<file path="src/rtl/irq_arbiter.sv">
// irq_arbiter
//   Interrupt controller for the program counter's irq1..irq3 inputs. Rising
//   edges on NSRC sources latch into a pending register. The highest-index
//   pending source that is not masked wins arbitration. Its code (index + 1) is
//   driven on {irq3,irq2,irq1} until the counter acknowledges with inter.
//   Further requests are blocked until the counter returns with eirq.
//
//   Register map (write):  0 mask, 1 clear pending (W1C), 2 set pending
//   Register map (read):   0 mask, 1 pending, 2 status {err, state[1:0], vec[2:0]}
//
//   Optional feature: define IRQC_TIMEOUT_EN to abandon a request that is not
//   acknowledged within TIMEOUT cycles. An abandoned request sets a sticky err
//   flag and is retried from pending. A write to address 2 with wdata[7]=1
//   clears err. Without the macro, REQ waits forever and err reads 0.
module irq_arbiter #(
  parameter int NSRC    = 7,
  parameter int TIMEOUT = 16
) (
  input  logic            clk,
  input  logic            rst,
  input  logic [NSRC-1:0] src,
  input  logic            we,
  input  logic [1:0]      waddr,
  input  logic [7:0]      wdata,
  input  logic [1:0]      raddr,
  output logic [7:0]      rdata,
  input  logic            inter,
  input  logic            eirq,
  output logic            irq1,
  output logic            irq2,
  output logic            irq3,
  output logic            busy
);

  typedef enum logic [1:0] {
    IDLE    = 2'd0,
    REQ     = 2'd1,
    SERVICE = 2'd2
  } state_e;

  localparam logic [1:0] ADDR_MASK = 2'd0;
  localparam logic [1:0] ADDR_CLR  = 2'd1;
  localparam logic [1:0] ADDR_SET  = 2'd2;
  localparam logic [1:0] ADDR_STAT = 2'd2;

  // Architectural state
  logic [NSRC-1:0] mask_q, mask_d;
  logic [NSRC-1:0] pend_q, pend_d;
  logic [NSRC-1:0] src_prev_q, src_prev_d;
  state_e          state_q, state_d;
  logic [2:0]      vec_q, vec_d;
  logic [2:0]      irq_q, irq_d;
  logic            busy_q, busy_d;

  // Combinational helpers
  logic [NSRC-1:0] rise;
  logic [NSRC-1:0] wr_clr_bits;
  logic [NSRC-1:0] wr_set_bits;
  logic [NSRC-1:0] svc_clr;
  logic [NSRC-1:0] eligible;
  logic [2:0]      win_code;
  logic            err;

  // wdata[7] only matters with the timeout feature; bits above NSRC never do.
  logic unused_wdata;
  assign unused_wdata = ^wdata;

`ifdef IRQC_TIMEOUT_EN
  localparam int TW = (TIMEOUT > 1) ? $clog2(TIMEOUT) : 1;

  logic [TW-1:0] timer_q, timer_d;
  logic          err_q, err_d;
  logic          err_clr;

  assign err_clr = we && (waddr == ADDR_SET) && wdata[7];
  assign err     = err_q;
`else
  logic unused_timeout;
  assign unused_timeout = (TIMEOUT != 0);
  assign err            = 1'b0;
`endif

  // Decode register writes and detect source rising edges.
  // NOTE: every signal written in an always_comb gets a default first, so no
  // path leaves it unassigned and no latch is inferred.
  always_comb begin
    wr_clr_bits = '0;
    wr_set_bits = '0;
    mask_d      = mask_q;
    if (we) begin
      case (waddr)
        ADDR_MASK: mask_d      = wdata[NSRC-1:0];
        ADDR_CLR:  wr_clr_bits = wdata[NSRC-1:0];
        ADDR_SET:  wr_set_bits = wdata[NSRC-1:0];
        default:   ;
      endcase
    end
    rise       = src & ~src_prev_q;
    src_prev_d = src;
  end

  // Fixed-priority arbitration: the highest eligible index wins, code = index + 1.
  always_comb begin
    eligible = pend_q & mask_q;
    win_code = 3'd0;
    for (int i = 0; i < NSRC; i++) begin
      if (eligible[i]) win_code = 3'(i + 1);
    end
  end

  // Request / service sequencer: next state, held vector and registered irq code.
  always_comb begin
    state_d = state_q;
    vec_d   = vec_q;
    irq_d   = irq_q;
    svc_clr = '0;
`ifdef IRQC_TIMEOUT_EN
    timer_d = timer_q;
    err_d   = err_q;
    if (err_clr) err_d = 1'b0;
`endif
    case (state_q)
      IDLE: begin
        // inter while idle (exception path) holds off new requests.
        if (!inter && (eligible != '0)) begin
          state_d = REQ;
          vec_d   = win_code;
          irq_d   = win_code;
`ifdef IRQC_TIMEOUT_EN
          timer_d = '0;
`endif
        end
      end
      REQ: begin
        // The code stays frozen; eirq has no meaning before entry.
        if (inter) begin
          state_d = SERVICE;
          irq_d   = 3'd0;
          for (int i = 0; i < NSRC; i++) begin
            if (vec_q == 3'(i + 1)) svc_clr[i] = 1'b1;
          end
        end
`ifdef IRQC_TIMEOUT_EN
        else if (timer_q == TW'(TIMEOUT - 1)) begin
          // Abandon the request; its pending bit stays set so it retries.
          state_d = IDLE;
          irq_d   = 3'd0;
          vec_d   = 3'd0;
          err_d   = 1'b1;
        end else begin
          timer_d = timer_q + TW'(1);
        end
`endif
      end
      SERVICE: begin
        irq_d = 3'd0;
        if (eirq) begin
          state_d = IDLE;
          vec_d   = 3'd0;
        end
      end
      default: begin
        state_d = IDLE;
        vec_d   = 3'd0;
        irq_d   = 3'd0;
      end
    endcase
    busy_d = (state_d != IDLE);
  end

  // Pending update: clears (W1C and service entry) apply first, sets win ties.
  always_comb begin
    pend_d = (pend_q & ~(wr_clr_bits | svc_clr)) | rise | wr_set_bits;
  end

  // Combinational register read port.
  always_comb begin
    case (raddr)
      ADDR_MASK: rdata = 8'(mask_q);
      ADDR_CLR:  rdata = 8'(pend_q);
      ADDR_STAT: rdata = {2'b00, err, state_q, vec_q};
      default:   rdata = 8'h00;
    endcase
  end

  // State registers with synchronous reset.
  // NOTE: sequential state uses non-blocking assignments so every flop samples
  // pre-edge values regardless of statement order.
  always_ff @(posedge clk) begin
    if (rst) begin
      mask_q     <= '0;
      pend_q     <= '0;
      src_prev_q <= '0;
      state_q    <= IDLE;
      vec_q      <= 3'd0;
      irq_q      <= 3'd0;
      busy_q     <= 1'b0;
    end else begin
      mask_q     <= mask_d;
      pend_q     <= pend_d;
      src_prev_q <= src_prev_d;
      state_q    <= state_d;
      vec_q      <= vec_d;
      irq_q      <= irq_d;
      busy_q     <= busy_d;
    end
  end

`ifdef IRQC_TIMEOUT_EN
  // Request timeout counter and sticky error flag.
  always_ff @(posedge clk) begin
    if (rst) begin
      timer_q <= '0;
      err_q   <= 1'b0;
    end else begin
      timer_q <= timer_d;
      err_q   <= err_d;
    end
  end
`endif

  assign irq1 = irq_q[0];
  assign irq2 = irq_q[1];
  assign irq3 = irq_q[2];
  assign busy = busy_q;

endmodule

</file>
<file path="config.mk">
export PLATFORM = sky130hd
export DESIGN_NAME = irq_arbiter
export DESIGN_NICKNAME = d
export VERILOG_FILES = /design/src/rtl/irq_arbiter.sv
export SDC_FILE = /design/constraint.sdc
export NUM_CORES = 1
export LEC_CHECK = 0
export CAP_MARGIN = 25
export CORE_ASPECT_RATIO = 1.75
export CORE_MARGIN = 8
export CORE_UTILIZATION = 43
export CTS_BUF_LIST = sky130_fd_sc_hd__clkbuf_16
export DETAILED_ROUTE_END_ITERATION = 12
export PLACE_DENSITY = 0.74
export SLEW_MARGIN = 20
export SYNTH_ARGS = -nofsm -noshare
export SYNTH_HDL_FRONTEND = slang
export SYNTH_SLANG_ARGS = --single-unit
</file>
<file path="constraint.sdc">
create_clock -name clk -period 1.4 [get_ports clk]
set_input_delay 0.14 -clock clk [delete_from_list [all_inputs] [get_ports clk]]
set_output_delay 0.14 -clock clk [all_outputs]
set_load 0.1 [all_outputs]
</file>
==> results of run 1 <==
==> critical path: stages, from the launching register on <==
cell	delay, ns
dfxtp_2	0.32
a222oi_1	0.36
buf_4	0.19
nand4b_1	0.16
o22a_1	0.29
o32ai_2	0.20
==> sequential cells by signal (all words and copies together) (netlist names) <==
name / flops
busy: 1
irq_q: 3
mask_q: 7
pend_q: 7
src_prev_q: 7
state_q: 2
vec_q: 3
==> final timing paths <==
check                                       startpoint                  endpoint  slack, ns  cells past startpoint
worst min register to register   irq_q[2]$_SDFFE_PP0P_     irq_q[2]$_SDFFE_PP0P_       0.50                      2
worst min-delay path                            src[2]  src_prev_q[2]$_SDFF_PP0_       0.45                      2
worst max-delay path            mask_q[0]$_SDFFE_PP0P_     irq_q[0]$_SDFFE_PP0P_      -0.21                      5
worst max register to register  mask_q[0]$_SDFFE_PP0P_     irq_q[0]$_SDFFE_PP0P_      -0.21                      5
==> timing repair <==
action / 4_1_cts / 5_1_grt
pin swaps: 2 / 8
setup buffers: 2 / 2
gates resized for setup: 8 / 10
endpoints found under the setup margin: 14 / 13
==> cells in the final DEF (no fill, tap or decap), types with 2 or more instances in the layout <==
master           netlist  final
dfxtp_1               30     29
buf_4                  1     26
clkdlybuf4s50_1        0     20
nand2_1               20     19
a21oi_1               17     17
nor2b_1               15     14
buf_12                 0     11
mux2i_1               14     10
nor2_1                12     10
o21ai_4                0      5
clkbuf_16              0      5
inv_1                  3      4
o211ai_1               3      3
nor2_4                 0      2
mux2i_4                0      2
mux2i_2                0      2
and3b_1                2      2
nand4b_1               2      2
o311ai_0               4      2
o311ai_1               0      2
a22oi_1                2      2
nor4_1                 2      2
o21bai_1               2      2
a31oi_4                0      2
a22o_1                 2      2
nand2b_1               2      2
nand3_1                2      2
a32o_1                 2      2
==> area by class of cell <==
class                   instances  area [µm²]
repair buffers                 59       636.9
multi-input cells             123       935.9
well taps                      45       56.30
inverters                       3       11.26
clock inverters                 3       12.51
fillers                       253       913.4
flip-flops and latches         30       601.8
clock buffers                   5       125.1
==> Yosys cell counts <==
library cell | n | area [µm²]
nand3b_1 | 1 | 7.510
inv_1 | 3 | 11.26
a222oi_1 | 1 | 10.01
a22oi_2 | 1 | 12.51
nor2b_1 | 15 | 93.84
o22a_1 | 1 | 8.760
nor2_1 | 12 | 45.04
nor4_1 | 2 | 12.51
buf_1 | 1 | 3.750
nand2b_1 | 2 | 12.51
nand4b_1 | 2 | 17.52
a31oi_1 | 2 | 12.51
nand4_1 | 1 | 6.260
o211ai_1 | 3 | 22.52
o21ai_0 | 5 | 25.02
xnor2_1 | 1 | 8.760
conb_1 | 1 | 3.750
buf_2 | 2 | 10.01
buf_4 | 1 | 7.510
nand3_1 | 2 | 10.01
a221o_1 | 1 | 10.01
a22o_1 | 2 | 17.52
o2bb2ai_1 | 2 | 17.52
nor3b_1 | 1 | 7.510
dfxtp_1 | 30 | 600.6
mux2i_1 | 14 | 140.1
a21oi_1 | 17 | 85.08
a22oi_1 | 2 | 15.01
a32o_1 | 2 | 20.02
nand2_1 | 20 | 75.07
o21ai_1 | 1 | 5.000
o32ai_2 | 1 | 16.27
o21bai_1 | 2 | 15.01
clkbuf_1 | 7 | 26.28
and3b_1 | 2 | 17.52
o311ai_0 | 4 | 35.03
==> cell families after synthesis <==
group	after synthesis	share of synthesized area, %
AND/OR/NAND/NOR	60	21.13
buffers and inverters	14	4.070
XOR/XNOR	1	0.6062
AO/OA/AOI/OAI	47	22.68
multiplexers	14	9.697
other	1	0.2595
flip-flops	30	41.56
==> power groups by stage <==
stage | clock network, µW | logic, µW | registers (µW)
floorplan | 0 | 247 | 968
global placement | 0 | 470 | 946
detailed placement | 0 | 483 | 949
CTS | 995 | 499 | 934
global route | 1050 | 546 | 938
finish | 995 | 519 | 935
==> per-stage QoR <==
stage / setup WS [ns] / hold slack (ns) / util, %
after floorplan: 0.004601 / 0.2682 / -
after global placement: -0.09817 / 0.4925 / 65.16
after detailed placement: -0.1651 / 0.4965 / 65.16
after CTS: -0.1395 / 0.4520 / 70.78
after global routing: -0.2227 / 0.4543 / 72.26
final: -0.2076 / 0.4453 / 72.26
==> metal layers <==
layer	vias up	part of all wire (%)	global-route usage (%)
met3	18	7.2	5.278
met5	-	0	0
met4	0	3.3	10.02
met2	71	55	27.42
li1	710	-	-
met1	707	34	14.26
==> summary.md, run 1 <==
| Metric | Value |
|---|---|
| Clock power frac | around two fifths |
| Vias in the first global route | approximately 1.5k |
| Highest Clock Rate | between 0.6 and 0.7 GHz |
| Final Non-Filler Cells | 268 |
| Final wirelength | about 4.3 mm |
| Placed Area | 0.002146 mm² |
| Die area | between 0.005 and 0.006 mm² |
| DIE WIDTH | between 50 and 60 µm |
| Worst Path Class, Setup | reg -> reg |
| Syn Nets | about 190 |
| Synthesized area | 0.001445 mm² |
| Max IR drop VDD | between 0.001 and 0.0015 V |
| Largest net degree at the start of global routing | 25 |
| Antenna violations before repair | 0 |
| Cells after Synth | roughly 170 |
| Clk_lat worst skew | about 0.28 ns |
| Tot GR Track Use | 15.51% |
| Tot Pwr | 2450 µW |
| Unrepaired setup endpoints after global routing | yes |
| Status | complete, but fails checks |
| Post-CTS Hold Fix Bufs | 0 |
| Worst Path Max Fanout | 3 |
| Sequential area share after synthesis | just over 40% |
| Synth-to-Final Area Change | 64.68% |
| Int Pwr | ~1800 µW |
| Grt ovf | 0 |
| Clock buffer depth | 2 |
| DRT Pass-1 Iters | 4 |
| Htree depth | 2 |
| Design Area, Final | roughly 0.0024 mm² |
| Share of cells above drive strength 1 | between 20% and 30% |
| Fin crit period | about 1.6 ns |
| Critical Path Start Type | flip-flop |
| Routed Antenna Nets | 0 |
| Detailed-placement wirelength estimate | around 3.2 mm |
| Antenna Cells | 0 |
| Combinational power share | 21.2% |
| Setup violators final | 7 |
| Input/output buffers | 33 |
| GP Congestion | between 0.8 and 0.9 |
| Die height | about 93 µm |
| Final Cycle Share | 114.8% |
| Setup ws final | -0.2076 ns |
| Placed insts | between 200 and 300 |
| Setup total negative slack | -1.044 ns |
| Starting Density | a little over two fifths |
| Residual DRC count | 0 |
| Arrival time worst endpoint | 1.80 ns |
| Hold Path Class | in -> reg |
| Switching Share | roughly 28% |
| Synth warnings | 0 |
| First DRT Iteration DRCs | 109 |
| Max-slew violations | 0 |
| First-pass GRT wire length | 6.568 mm |
| # rows | 28 |
| Total number of vias | between 1.5k and 2k |
| CTS sink cnt | 30 |
| TritonCTS buffer count | 5 |
| Critical path endpoint category | flip-flop |
| Leakage power | around 0.00090 µW |
| Clock-pin slew of the registers on the worst-case setup and hold paths | approximately 0.05 ns |
| Vias per std cell | between 5 and 6 |
| Final Hold Fails | 0 |
| Core Region | ~0.0033 mm² |
| CTS tree | built |
| Worst path required time | approximately 1.6 ns |
| Synthesized area per cell | between 8 and 9 µm² |
| # nets final | 246 |
| Sequential share of power | between 30% and 40% |
| PwrDens | between 1000 and 1500 mW/mm² |
| IO Pins | 36 |
| Root buffer cell | clkbuf_16 |
| P_sw | ~680 µW |
| Synth Register Bits | 30 |
| WL/cell | between 15 and 20 µm |
| Count of cell types in the netlist | 36 |
| Failing checks | setup timing |
| Max Clock Skew | approximately 0.0074 ns |
| Max_cap viols | 0 |
No activity file was read; power rests on OpenSTA's default activity.
==> run 2, diff against run 1 <==
--- a/config.mk
+++ b/config.mk
@@ -5,12 +5,14 @@
 export SDC_FILE = /design/constraint.sdc
 export NUM_CORES = 1
 export LEC_CHECK = 0
+export ABC_AREA = 1
 export CAP_MARGIN = 25
 export CORE_ASPECT_RATIO = 1.75
 export CORE_MARGIN = 8
 export CORE_UTILIZATION = 43
 export CTS_BUF_LIST = sky130_fd_sc_hd__clkbuf_16
 export DETAILED_ROUTE_END_ITERATION = 12
+export GPL_TIMING_DRIVEN = 0
 export PLACE_DENSITY = 0.74
 export SLEW_MARGIN = 20
 export SYNTH_ARGS = -nofsm -noshare
==> run 2 against run 1 <==
Compared with the run above: the run now ends clean; sequential share of layout area is 5.3 points higher; register-to-register slack better by 0.38 ns; die area about the same; wire length decreased by 18%; sequential power increased by 3.5%; cell area decreased by 17%; highest routed layer unchanged.
==> summary.md, run 2 <==
| Metric | Value |
|---|---|
| Status | completed |
| Main synth FF type | dfxtp_1 |
| Share of cells above drive strength 1 | 19.52% (-8.3 points) |
| Synth Register Bits | 30 (unchanged) |
| Detailed-placement wirelength estimate | 2.945 mm (-8.4%) |
| Synth top cells by count | nand2_1 (35), nor2_1 (35), dfxtp_1 (30) |
| Leakage power | 0.0008451 µW (-6.1%) |
| GP Congestion | 0.8452 (-5.9%) |
| Count of cell types in the netlist | 23 (-36%) |
| Htree depth | 2 (unchanged) |
| CTS tree | built |
| Tightest Pin Transition | 0.5471 ns |
| Critical path endpoint category | output pin |
| Sequential area share after synthesis | 41.52% (about the same) |
| Arrival time worst endpoint | 1.21 ns (-0.59 ns) |
| Most common cell after layout, fill and taps aside | nand2_1 |
| Final Non-Filler Cells | 296 (+10%) |
| WL/cell | 11.99 µm (-25%) |
| Worst Setup SP | vec_q[0]$_SDFFE_PP0P_ |
| Die area | 0.005548 mm² (about the same) |
| Highest Clock Rate | 0.7396 GHz (+19%) |
| Worst path required time | 1.26 ns (-0.33 ns) |
| Setup violators final | 0 (-7) |
| Max-slew violations | 0 (unchanged) |
| Hold Path Class | in -> reg |
| Register area | 606.8 µm² (+0.83%) |
| Grt ovf | 0 (unchanged) |
| Fill cells | 343 (+36%) |
| Tot GR Track Use | 13.93% (-1.6 points) |
| Vias in the first global route | 1458 (-3.3%) |
| # nets final | 274 (+11%) |
| RR Endpoint | vec_q[0]$_SDFFE_PP0P_ |
| Fin crit period | 1.352 ns (-0.2556 ns) |
| Placed insts | 288 (+12%) |
| Post-CTS Hold Fix Bufs | 0 (unchanged) |
| Setup total negative slack | 0 ns (+1.044 ns) |
| Synthesized area | 0.001446 mm² (about the same) |
| Max Clock Skew | 0.003475 ns (-0.003963 ns) |
| Input/output buffers | 33 (unchanged) |
| Area occupied by multi-input gates | 748.2 µm² (-20%) |
| Crit path to | rdata[0] |
| Core Region | 0.003293 mm² (unchanged) |
| Worst Path Max Fanout | 5 (+2) |
| Util after Layout | 60.18% (-12 points) |
| Slew Limit Headroom | about 64% |
| Biggest regs | mask_q: 7 flops, pend_q: 7 flops, src_prev_q: 7 flops |
| Clk_lat worst skew | 0.27 ns (about the same) |
| IO Pins | 36 (unchanged) |
| Critical Path Start Type | flip-flop |
| Residual DRC count | 0 (unchanged) |
| Final wirelength | 3.550 mm (-18%) |
| Synthesized area per cell | 6.888 µm² (-20%) |
| Unrepaired setup endpoints after global routing | no |
| CTS sink cnt | 30 (unchanged) |
| # rows | 28 (unchanged) |
| Synth warnings | 0 (unchanged) |
| Pre-CTS setup slack | -1.113 ns (-0.9482 ns) |
| Clock buffer depth | 2 (unchanged) |
| Vias per std cell | 5.003 (-11%) |
| Synth-to-Final Area Change | 37.02% |
| Root buffer cell | clkbuf_16 |
| Max IR drop VDD | 0.001293 V (+16%) |
| Top post-synthesis cells by area | dfxtp_1 (42%), nand2_1 (9.1%), nor2_1 (9.1%), nand3_1 (8.3%), inv_1 (5.2%) |
| Post-synth EDFFs | 0 (unchanged) |
| Reg2Reg Depth | 10 (+5) |
| Routed Antenna Nets | 0 (unchanged) |
| Most frequent cells in the layout | nand2_1 (34), nor2_1 (33), dfxtp_1 (25) |
| Die height | 92.72 µm (about the same) |
| Max_cap viols | 0 (unchanged) |
| Syn Nets | 234 (+23%) |
| Clock-pin slew of the registers on the worst-case setup and hold paths | 0.04 ns (about the same) |
| Final Hold Fails | 0 (unchanged) |
| Share of the synthesized area in the top cell type | 41.52% (about the same) |
| PwrDens | 1248 mW/mm² (+21%) |
| Cells after Synth | 210 (+26%) |
| Antenna violations before repair | 0 (unchanged) |
| Total number of vias | 1481 (-1.7%) |
| TritonCTS buffer count | 5 (unchanged) |
| DIE WIDTH | 59.84 µm (about the same) |
| Tot Pwr | 2473 µW (+0.95%) |
| RR Startpoint | pend_q[2]$_SDFF_PP0_ |
| Starting Density | 43.92% (about the same) |
| First DRT Iteration DRCs | 33 (-70%) |
| Worst Path Class, Setup | reg -> out |
| Post-synth top area cell | dfxtp_1 |
| Final Cycle Share | 96.57% (-18 points) |
| Largest net degree at the start of global routing | 11 (-56%) |
| Antenna Cells | 0 (unchanged) |
| Fraction of registers with async set/reset | 0% (unchanged) |
| First-pass GRT wire length | 6.037 mm (-8.1%) |
| Setup ws final | 0.04800 ns (+0.2556 ns) |
| DRT Pass-1 Iters | 4 (unchanged) |
| R2r setup slk | 0.17 ns (+0.38 ns) |
[run 2: cell count changes in the layout (fill, tap and decap cells not counted), sizes merged, moves of 5 or more]
| cell | before | now |
|---|---|---|
| o21ai | 6 | 11 |
| nand3 | 2 | 24 |
| or2 | 0 | 7 |
| nand2 | 20 | 41 |
| nor2 | 12 | 38 |
| a21oi | 17 | 7 |
| a31oi | 2 | 8 |
| buf | 37 | 11 |
| inv | 4 | 23 |
| nand4 | 1 | 7 |
| nor2b | 15 | 0 |
| mux2i | 14 | 0 |
[run 2: power breakdown]
group	internal (µW)	switching, µW
combinational	172	364
sequential	919	48.6
clock	635	333
[run 2: worst max-delay path, stage by stage (launching register included)]
cell and delay, ns:
dfxtp_2 0.38, inv_2 0.09, o211ai_1 0.16, buf_4 0.31
[run 2: cells by family after synthesis]
group           count (synthesis)  share of synthesized area (%)
flops                          30                          41.52
buf+inv                        29                          7.958
simple gates                  117                          36.77
other cells                     1                         0.2593
compound gates                 33                          13.50
[run 2: layer usage]
metal | share of wire [%] | track usage, % | vias up
li1 | - | - | 771
met1 | 38 | 12.59 | 663
met2 | 55 | 25.97 | 38
met3 | 4.6 | 4.306 | 9
met4 | 2.5 | 7.214 | 0
met5 | 0 | 0 | -
[run 2: how the worst min path moves through the flow]
| stage | from | to | depth (start not counted) |
|---|---|---|---|
| final | src[6] | src_prev_q[6]$_SDFF_PP0_ | 3 |
| after detailed placement | irq_q[2]$_SDFFE_PP0P_ | irq_q[2]$_SDFFE_PP0P_ | 2 |
| after global placement | irq_q[2]$_SDFFE_PP0P_ | irq_q[2]$_SDFFE_PP0P_ | 2 |
| after floorplan | src[0] | src_prev_q[0]$_SDFF_PP0_ | 2 |
| after CTS | src[6] | src_prev_q[6]$_SDFF_PP0_ | 3 |
| after global routing | src[0] | src_prev_q[0]$_SDFF_PP0_ | 3 |
[run 2: cell type report]
cell class	count	share of cell area [%]
Buffer	5	1.263
Clock buffer	5	6.313
Sequential cell	30	30.62
Tap cell	45	2.841
Multi-Input combinational cell	151	37.75
Inverter	24	4.545
Clock inverter	3	0.5682
Timing Repair Buffer	33	16.10
[run 2: what timing repair did]
item                       4_1_cts  5_1_grt
resized for setup               62        0
setup endpoints to repair       11        0
buffers inserted                 0        0
[run 2: per-stage QoR]
stage	area, µm²	hold WS [ns]
2_1_floorplan	1453	0.2605
3_3_place_gp	1839	0.4580
3_5_place_dp	1839	0.4609
4_1_cts	1982	0.3947
5_1_grt	1982	0.4257
6_report	1982	0.3969
==> run 3, diff against run 2 <==
==> constraint.sdc (replaced) <==
create_clock -name clk -period 1.4 [get_ports clk]
set_input_delay 0.28 -clock clk [delete_from_list [all_inputs] [get_ports clk]]
set_output_delay 0.28 -clock clk [all_outputs]
set_load 0.1 [all_outputs]
==> run 3 against run 2 <==
Compared with the run above: the run now ends with setup timing left; die area stayed put; utilization is 3.5 points higher; power is 3.4% higher; cell area is 5.9% higher; non-clock buffer count is 11 higher; clock-buffer cell count stayed put; sequential share of layout area is 1.3 points lower; wire length is 7.0% higher; hold slack better by 0.063 ns; clock skew is 0.0029 ns higher; worst setup slack worse by 0.078 ns; maximum frequency is 5.4% lower.
==> summary.md, run 3 (synthesized netlist as in run 2, its figures left out) <==
| Metric | Value |
|---|---|
| CTS sink cnt | 30 (unchanged) |
| TritonCTS buffer count | 5 (unchanged) |
| First-pass GRT wire length | 6.555 mm (+8.6%) |
| Placed Area | 0.001862 mm² (+1.2%) |
| Fill cells | 311 (-9.3%) |
| Setup ws final | -0.02960 ns (-0.07759 ns) |
| # nets final | 285 (+4.0%) |
| Antenna Cells | 0 (unchanged) |
| CP top delay family | flip-flops |
| Die height | 92.72 µm (unchanged) |
| Share of cells above drive strength 1 | 27.48% (+8.0 points) |
| Critical Path Start Type | flip-flop |
| Antenna violations before repair | 0 (unchanged) |
| Final wirelength | 3.799 mm (+7.0%) |
| Hold Path Class | reg -> reg |
| Max Clock Skew | 0.006422 ns (+0.002947 ns) |
| Clk_lat worst skew | 0.27 ns (about the same) |
| Highest Clock Rate | 0.6995 GHz (-5.4%) |
| PwrDens | 1218 mW/mm² (-2.4%) |
| Grt ovf | 0 (unchanged) |
| Max_cap viols | 0 (unchanged) |
| Final Cycle Share | 102.1% (+5.5 points) |
| Residual DRC count | 0 (unchanged) |
| Max IR drop VDD | 0.001054 V (-18%) |
| Worst Setup SP | vec_q[1]$_SDFFE_PP0P_ |
| Failing checks | setup timing |
| Clock buffer depth | 2 (unchanged) |
| Htree depth | 2 (unchanged) |
| Detailed-placement wirelength estimate | 2.865 mm (-2.7%) |
| DRT Pass-1 Iters | 4 (unchanged) |
| Root buffer cell | clkbuf_16 |
| Most frequent cells in the layout | nand2_1 (34), nor2_1 (31), dfxtp_1 (24) |
| IO Pins | 36 (unchanged) |
| Worst Path Class, Setup | reg -> out |
| First DRT Iteration DRCs | 47 (+42%) |
| Setup violators final | 2 (+2) |
| Starting Density | 43.92% (unchanged) |
| Worst Path Max Fanout | 2 (-3) |
| CTS tree | built |
| # rows | 28 (unchanged) |
| Status | complete, but fails checks |
| Die area | 0.005548 mm² (unchanged) |
| Leakage power | 0.0009242 µW (+9.4%) |
| Max-slew violations | 0 (unchanged) |
| Critical path endpoint category | output pin |
| GP Congestion | 0.8724 (+3.2%) |
| Unrepaired setup endpoints after global routing | yes |
| Input/output buffers | 33 (unchanged) |
| Most common cell after layout, fill and taps aside | nand2_1 |
| Post-CTS Hold Fix Bufs | 0 (unchanged) |
| DIE WIDTH | 59.84 µm (unchanged) |
| Final Hold Fails | 0 (unchanged) |
| WL/cell | 12.37 µm (+3.2%) |
| Largest net degree at the start of global routing | 11 (unchanged) |
| Worst path cell trace | inv_4, o211ai_1, buf_6 |
| Worst path required time | 1.12 ns (-0.14 ns) |
| Clock-pin slew of the registers on the worst-case setup and hold paths | 0.05 ns (about the same) |
| Fin crit period | 1.430 ns (+0.07759 ns) |
| Hold path start | irq_q[2]$_SDFFE_PP0P_ |
| Critical path's largest stage delay | 0.37 ns (about the same) |
| Tot GR Track Use | 15.15% (+1.2 points) |
| Vias per std cell | 4.958 (-0.91%) |
| Setup total negative slack | -0.03696 ns (-0.03696 ns) |
| Core Region | 0.003293 mm² (unchanged) |
| Total number of vias | 1522 (+2.8%) |
| Vias in the first global route | 1546 (+6.0%) |
| Biggest regs | mask_q: 7 flops, pend_q: 7 flops, src_prev_q: 7 flops |
| Crit-path slowest cell | dfxtp_4 |
| CP Buf/Inv Count | 2 (unchanged) |
| Design Area, Final | 0.002098 mm² (+5.9%) |
| Synth-to-Final Area Change | 45.07% |
| Routed Antenna Nets | 0 (unchanged) |
| Arrival time worst endpoint | 1.15 ns (-0.06 ns) |
| RR Startpoint | pend_q[2]$_SDFF_PP0_ |
==> run 3: routing by layer <==
layer	global-route usage (%)	part of all wire, %	up-vias
met1	14.82	38	669
li1	-	-	797
met2	26.61	52	42
met3	4.444	5.2	14
met4	9.018	4.8	0
met5	0	0	-
==> run 3: report_power, final <==
group | switching, µW | internal (µW)
logic | 396 | 211
clock network | 350 | 639
registers | 42.9 | 918
==> run 3: stage by stage <==
stage          worst slack, ns  hold WS (ns)  cells  total power (µW)  util [%]
2_1_floorplan          -0.7443        0.4005    210              1357         -
3_3_place_gp            -1.566        0.4571    288              1521     56.54
3_5_place_dp            -1.580        0.4615    288              1529     56.54
4_1_cts               -0.04941        0.4655    302              2543     62.35
5_1_grt               -0.07135        0.4837    307              2660     63.72
6_report              -0.02960        0.4598    307              2556     63.72
==> run 3: layout make-up <==
type | instances | area [µm²] | share of cell area, %
multi-input combinational | 151 | 765.7 | 36.49
timing repair buffer | 44 | 386.6 | 18.43
clock buffer | 5 | 125.1 | 5.963
inverter | 24 | 110.1 | 5.247
buffer | 5 | 26.28 | 1.252
tap | 45 | 56.30 | 2.683
sequential | 30 | 615.6 | 29.34
clock inverter | 3 | 12.51 | 0.5963
==> run 3: what timing repair did <==
item,CTS,global route
gates resized for setup,87,7
setup buffers,6,5
pin swaps,5,4
endpoints found under the setup margin,11,27
==> run 3: final timing paths <==
| kind | endpoint | slack (ns) | cells after the start |
|---|---|---|---|
| worst max-delay path | rdata[1] | -0.03 | 3 |
| worst min-delay path | irq_q[2]$_SDFFE_PP0P_ | 0.46 | 2 |
| worst max register to register | vec_q[0]$_SDFFE_PP0P_ | 0.17 | 10 |
| worst min register to register | irq_q[2]$_SDFFE_PP0P_ | 0.46 | 2 |
==> run 3: worst register-to-register path, cell delays in order, from the launching register on <==
cell and delay [ns]:
dfxtp_1 0.33, nand2_1 0.09, nand2_1 0.08, nor2_1 0.12
nand2_1 0.08, nand2_2 0.09, nand2_4 0.07, nand2_2 0.10
nand2_1 0.06, nand2_1 0.06, nor2_1 0.05
